## src/rtl/imem_ctrl_pkg.sv

```systemverilog
// rtl/imem_ctrl_pkg.sv - state encodings, settle bounds and shared types for imem_ctrl
package imem_ctrl_pkg;

    localparam int ADRS_W = 4;
    localparam int DATA_W = 8;
    localparam int DEPTH  = 16;

    localparam int SETTLE_MIN = 1;
    localparam int SETTLE_MAX = 3;

    localparam logic [2:0] ST_BOOT    = 3'd0;
    localparam logic [2:0] ST_RUN     = 3'd1;
    localparam logic [2:0] ST_HOLD    = 3'd2;
    localparam logic [2:0] ST_LOAD    = 3'd3;
    localparam logic [2:0] ST_RELEASE = 3'd4;

    typedef logic [ADRS_W-1:0] adrs_t;
    typedef logic [DATA_W-1:0] data_t;

    typedef struct packed {
        logic  we;
        adrs_t adrs;
        data_t wdat;
    } ld_acc_t;

    // Terminal HOLD count; out-of-range SETTLE_CYC values are clamped to the legal window.
    function automatic logic [1:0] settle_last(input int sc);
        if (sc <= SETTLE_MIN) return 2'd0;
        if (sc >= SETTLE_MAX) return 2'(SETTLE_MAX - 1);
        return 2'(sc - 1);
    endfunction

endpackage

```

## src/rtl/imem_ctrl_rom.sv

```systemverilog
// rtl/imem_ctrl_rom.sv - 16 x 8 boot image, combinational read
module imem_ctrl_rom
    import imem_ctrl_pkg::*;
(
    input  logic [3:0] adrs,
    output logic [7:0] data
);

    always_comb begin
        data = 8'h00;
        case (adrs)
            4'h0: data = 8'h3C;
            4'h1: data = 8'h01;
            4'h2: data = 8'hE2;
            4'h3: data = 8'h47;
            4'h4: data = 8'h9A;
            4'h5: data = 8'h05;
            4'h6: data = 8'hB6;
            4'h7: data = 8'h28;
            4'h8: data = 8'hD1;
            4'h9: data = 8'h6F;
            4'hA: data = 8'h12;
            4'hB: data = 8'h84;
            4'hC: data = 8'hF0;
            4'hD: data = 8'h5D;
            4'hE: data = 8'hA3;
            4'hF: data = 8'h7E;
            default: data = 8'h00;
        endcase
    end

endmodule

```

## src/rtl/imem_ctrl.sv

```systemverilog
// rtl/imem_ctrl.sv - instruction store arbitrated between CPU fetch and loader; IMEM_BOOT_ROM_EN adds ROM boot
module imem_ctrl
    import imem_ctrl_pkg::*;
#(
    parameter int SETTLE_CYC = 1
) (
    input  logic       clk_cpu,
    input  logic       reset,
    input  logic [3:0] cpu_adrs,
    output logic [7:0] cpu_dat,
    output logic       cpu_hold,
    input  logic       ld_req,
    input  logic       ld_we,
    input  logic [3:0] ld_adrs,
    input  logic [7:0] ld_wdat,
    output logic       ld_gnt,
    output logic       ld_ack,
    output logic [7:0] ld_rdat,
    output logic       boot_done
);

    localparam logic [1:0] HOLD_LAST = settle_last(SETTLE_CYC);

    logic [2:0] state;
    logic [1:0] hold_cnt;
    logic [3:0] boot_cnt;
    data_t      store [DEPTH];
    ld_acc_t    acc;
    logic       ld_fire;
    logic       boot_wr;
    data_t      rom_dat;

    assign acc     = '{we: ld_we, adrs: ld_adrs, wdat: ld_wdat};
    assign ld_fire = (state == ST_LOAD) && ld_req;

`ifdef IMEM_BOOT_ROM_EN
    localparam logic [2:0] RESET_STATE = ST_BOOT;

    imem_ctrl_rom u_rom (
        .adrs (boot_cnt),
        .data (rom_dat)
    );

    assign boot_wr   = (state == ST_BOOT);
    assign boot_done = (state != ST_BOOT);
`else
    localparam logic [2:0] RESET_STATE = ST_RUN;

    assign rom_dat   = '0;
    assign boot_wr   = 1'b0;
    assign boot_done = 1'b1;
`endif

    // Store has no reset so a reset mid-session keeps whatever was loaded.
    always_ff @(posedge clk_cpu) begin
        if (!reset) begin
            if (boot_wr)
                store[boot_cnt] <= rom_dat;
            else if (ld_fire && acc.we)
                store[acc.adrs] <= acc.wdat;
        end
    end

    always_ff @(posedge clk_cpu) begin
        if (reset) begin
            state    <= RESET_STATE;
            hold_cnt <= 2'd0;
            boot_cnt <= 4'd0;
            ld_ack   <= 1'b0;
            ld_rdat  <= 8'h00;
        end else begin
            ld_ack <= ld_fire;
            if (ld_fire)
                ld_rdat <= acc.we ? acc.wdat : store[acc.adrs];

            case (state)
                ST_BOOT: begin
                    boot_cnt <= boot_cnt + 4'd1;
                    if (boot_cnt == 4'hF)
                        state <= ST_RUN;
                end
                ST_RUN: begin
                    if (ld_req)
                        state <= ST_HOLD;
                end
                ST_HOLD: begin
                    if (!ld_req) begin
                        state    <= ST_RELEASE;
                        hold_cnt <= 2'd0;
                    end else if (hold_cnt == HOLD_LAST) begin
                        state    <= ST_LOAD;
                        hold_cnt <= 2'd0;
                    end else begin
                        hold_cnt <= hold_cnt + 2'd1;
                    end
                end
                ST_LOAD: begin
                    if (!ld_req)
                        state <= ST_RELEASE;
                end
                ST_RELEASE: state <= ST_RUN;
                default:    state <= RESET_STATE;
            endcase
        end
    end

    assign cpu_dat  = store[cpu_adrs];
    assign cpu_hold = (state != ST_RUN);
    assign ld_gnt   = (state == ST_LOAD);

endmodule
```

## config.mk

```make
export PLATFORM = sky130hd
export DESIGN_NAME = imem_ctrl
export DESIGN_NICKNAME = d
export VERILOG_FILES = /design/src/rtl/imem_ctrl_pkg.sv /design/src/rtl/imem_ctrl_rom.sv /design/src/rtl/imem_ctrl.sv
export SDC_FILE = /design/constraint.sdc
export NUM_CORES = 1
export LEC_CHECK = 0
export ABC_AREA = 1
export ABC_CLOCK_PERIOD_IN_PS = 2400
export CAP_MARGIN = 5
export CORE_MARGIN = 3
export CORE_UTILIZATION = 50
export CTS_CLUSTER_DIAMETER = 120
export DETAILED_ROUTE_END_ITERATION = 10
export PLACE_DENSITY = 0.75
export SYNTH_ARGS = -nofsm -noshare
export SYNTH_HDL_FRONTEND = slang
export SYNTH_SLANG_ARGS = --single-unit
```

## constraint.sdc

```tcl
create_clock -name clk_cpu -period 2.4 [get_ports clk_cpu]
set_clock_uncertainty 0.05 [all_clocks]
set_input_delay 0.36 -clock clk_cpu [delete_from_list [all_inputs] [get_ports clk_cpu]]
set_output_delay 0.36 -clock clk_cpu [all_outputs]
set_load 0.01 [all_outputs]
```

==> results.json <==
{
  "drc": 0,
  "cts_buffer_depth": 2,
  "path_cells": "clkdlybuf4s50_1 > buf_6 > o221ai_1 > nand3_1 > nand2_1 > dlygate4sd2_1",
  "ir_drop_mv": 0.576,
  "syn_avg_cell_area_sq_um": 8.75,
  "cts_tree": "yes",
  "syn_nets": 871,
  "period_minus_slack_ns": 2.26,
  "power_density_nw_per_um2": 686,
  "row_count": 43,
  "die_area_sq_um": 16300,
  "worst_pin_slew_ns": 0.619,
  "cap_violations": 0,
  "relSlewSlack": 0.588,
  "status": "complete, no violations",
  "leakagePower_nw": 3.66,
  "slowest_stage": "clkdlybuf4s50_1",
  "core_area_sq_um": 14200,
  "io_buffers": 38,
  "drt-pass1-iter-count": 5,
  "cp.arrival_ns": 1.85,
  "dieWidth_microns": 128,
  "yosysTopAreaCellShare": 0.518,
  "synthTopCellsByArea": "edfxtp_1 52%, nand2_1 17%, dfxtp_1 4.9%",
  "vias": 6446,
  "path_class": "in -> out",
  "path_clk_slew_ns": 0.05,
  "cp-end-kind": "output port",
  "final_cell_count_no_fill": 1102,
  "start_util": 0.522,
  "synth_area_sq_um": 7420,
  "drive_above_1_share": 0.113,
  "hold_viol": 0,
  "num_antenna_cells": 0,
  "setup_viol_count_final": 0,
  "finalInstanceArea_sq_um": 8790,
  "worstHoldPathType": "reg -> reg",
  "max_freq_mhz": 443,
  "vias_per_cell": 5.85,
  "finalCritPeriodShare": 0.942,
  "wire_per_inst_microns": 19.4,
  "critPathBufInv": 3,
  "antenna_left": 0,
  "ys_seq_area_frac": 0.567,
  "synth-edff-count": 128,
  "crit_path_max_incr_delay_ns": 0.51,
  "ys_ff_latch": 146,
  "cp.required_ns": 1.99,
  "ys.flop_type": "edfxtp_1",
  "clk_latency_ns": 0.43,
  "drt_iter0_drc": 841,
  "ys_top_cells_by_count": "338 x nand2_1, 128 x edfxtp_1, 79 x nor2_1, 66 x o21ai_0, 34 x inv_1",
  "async_flop_share": 0,
  "maxSlewViolCount": 0,
  "syn2layout_area_growth_pct": 18.5,
  "yosysMostFrequentCell": "nand2_1",
  "nFillCells": 1198,
  "placed_cell_area_sq_um": 8210,
  "place.gp.congestion": 0.996,
  "numPlacedInstances": 1069,
  "antenna_found_initial": 0,
  "grt_pass1_vias": 5848,
  "ioPinCount": 40,
  "hold_slack_ns": 0.414,
  "tns_ns": 0,
  "synth_largest_area_cell": "edfxtp_1",
  "h-tree-depth": 4,
  "ys_warn_count": 0,
  "drt_wl_total_microns": 21400,
  "die_y_microns": 128,
  "grt_max_degree": 53,
  "grt_pass1_wl_microns": 33100,
  "cp_max_fo": 18,
  "grt-ovfl-total": 0,
  "crit_family": "buffers and inverters",
  "grt_usage": 0.269,
  "rsz0062_at_grt": "false",
  "cts_buffers": 17,
  "dp_hpwl_microns": 14100,
  "nets": 933,
  "syn_inst": 848,
  "start_kind": "input port",
  "clockRootBuffer": "clkbuf_16",
  "clock-sinks": 146,
  "synth_cell_type_count": 32
}
-- per-layer routing --
layer	global-route usage	vias to the layer above	part of all wire
met5	0	-	0
met4	0.0968	0	0.029
met3	0.0696	49	0.12
met2	0.393	428	0.44
met1	0.388	2988	0.41
li1	-	2981	-
-- stage by stage --
step / worst slack, ns / power, mW / util
final: 0.140 / 6.03 / 0.619
after global routing: 0.106 / 6.24 / 0.619
after CTS: 0.0141 / 6.03 / 0.616
after detailed placement: -0.448 / 3.76 / 0.578
after global placement: -0.459 / 3.74 / 0.578
after floorplan: 0.575 / 3.41 / -
-- cell usage in the layout (no fill, tap or decap), types with 6 or more instances in the layout --
cell / count
nand2_1: 338
edfxtp_1: 128
nor2_1: 79
o21ai_0: 65
buf_4: 42
inv_1: 34
nand3_1: 28
clkdlybuf4s50_1: 27
a21oi_1: 25
o221ai_1: 20
dfxtp_1: 18
clkbuf_16: 18
o211ai_1: 9
o21ai_1: 8
o31ai_1: 8
o21bai_1: 8
buf_12: 7
clkinv_2: 6
-- registers in the layout, summed over array words and instances (netlist names) --
register,count
store,128
ld_rdat,8
boot_cnt,4
state,3
hold_cnt,2
ld_ack,1
-- cell type report --
class | count | area, sq um | area share
multi-input cells | 611 | 2780 | 0.316
inverters | 42 | 175 | 0.0199
flip-flops and latches | 146 | 4200 | 0.478
well taps | 180 | 225 | 0.0256
repair buffers | 92 | 906 | 0.103
clock buffers | 18 | 429 | 0.0488
clock inverters | 13 | 72.6 | 0.00825
-- repair_timing --
item	CTS	global route
resized for setup	17	5
pin swaps	7	4
hold buffers	0	0
endpoints found under the setup margin	8	4
setup buffers	0	0
gates cloned	1	1
-- tightest hold or removal path, stage by stage, from the launching register on --
cell,delay (ns)
dfxtp_1,0.31
nand2_1,0.06
a21oi_1,0.05
-- path summary, 6_finish.rpt --
| kind | from | endpoint | slack, ns | cells after the start |
|---|---|---|---|---|
| setup / recovery | cpu_adrs[2] | cpu_dat[5] | 0.14 | 6 |
| hold / removal | ld_rdat[2]$_SDFFE_PP0P_ | ld_rdat[2]$_SDFFE_PP0P_ | 0.41 | 2 |
| setup reg to reg | state[0]$_SDFFE_PP1P_ | store[9][1]$_DFFE_PP_ | 0.42 | 9 |
| hold reg to reg | ld_rdat[2]$_SDFFE_PP0P_ | ld_rdat[2]$_SDFFE_PP0P_ | 0.41 | 2 |
-- logic make-up (layout without fill, tap and decap cells) --
| family | count (synthesis) | count (layout) | synth area share |
|---|---|---|---|
| simple gates | 457 | 457 | 0.244 |
| buf+inv | 91 | 165 | 0.0619 |
| flops | 146 | 146 | 0.567 |
| fa+ha+maj | 3 | 3 | 0.00506 |
| other cells | 1 | 1 | 0.000505 |
| compound gates | 150 | 150 | 0.122 |
-- where the power goes --
group	internal, mW	switching, mW	leakage (nW)
clock	1.29	1.01	0.243
sequential	2.81	0.0346	1.30
combinational	0.330	0.557	2.12
total	4.43	1.60	3.66
Note: power is estimated with default switching activity, not from simulation.
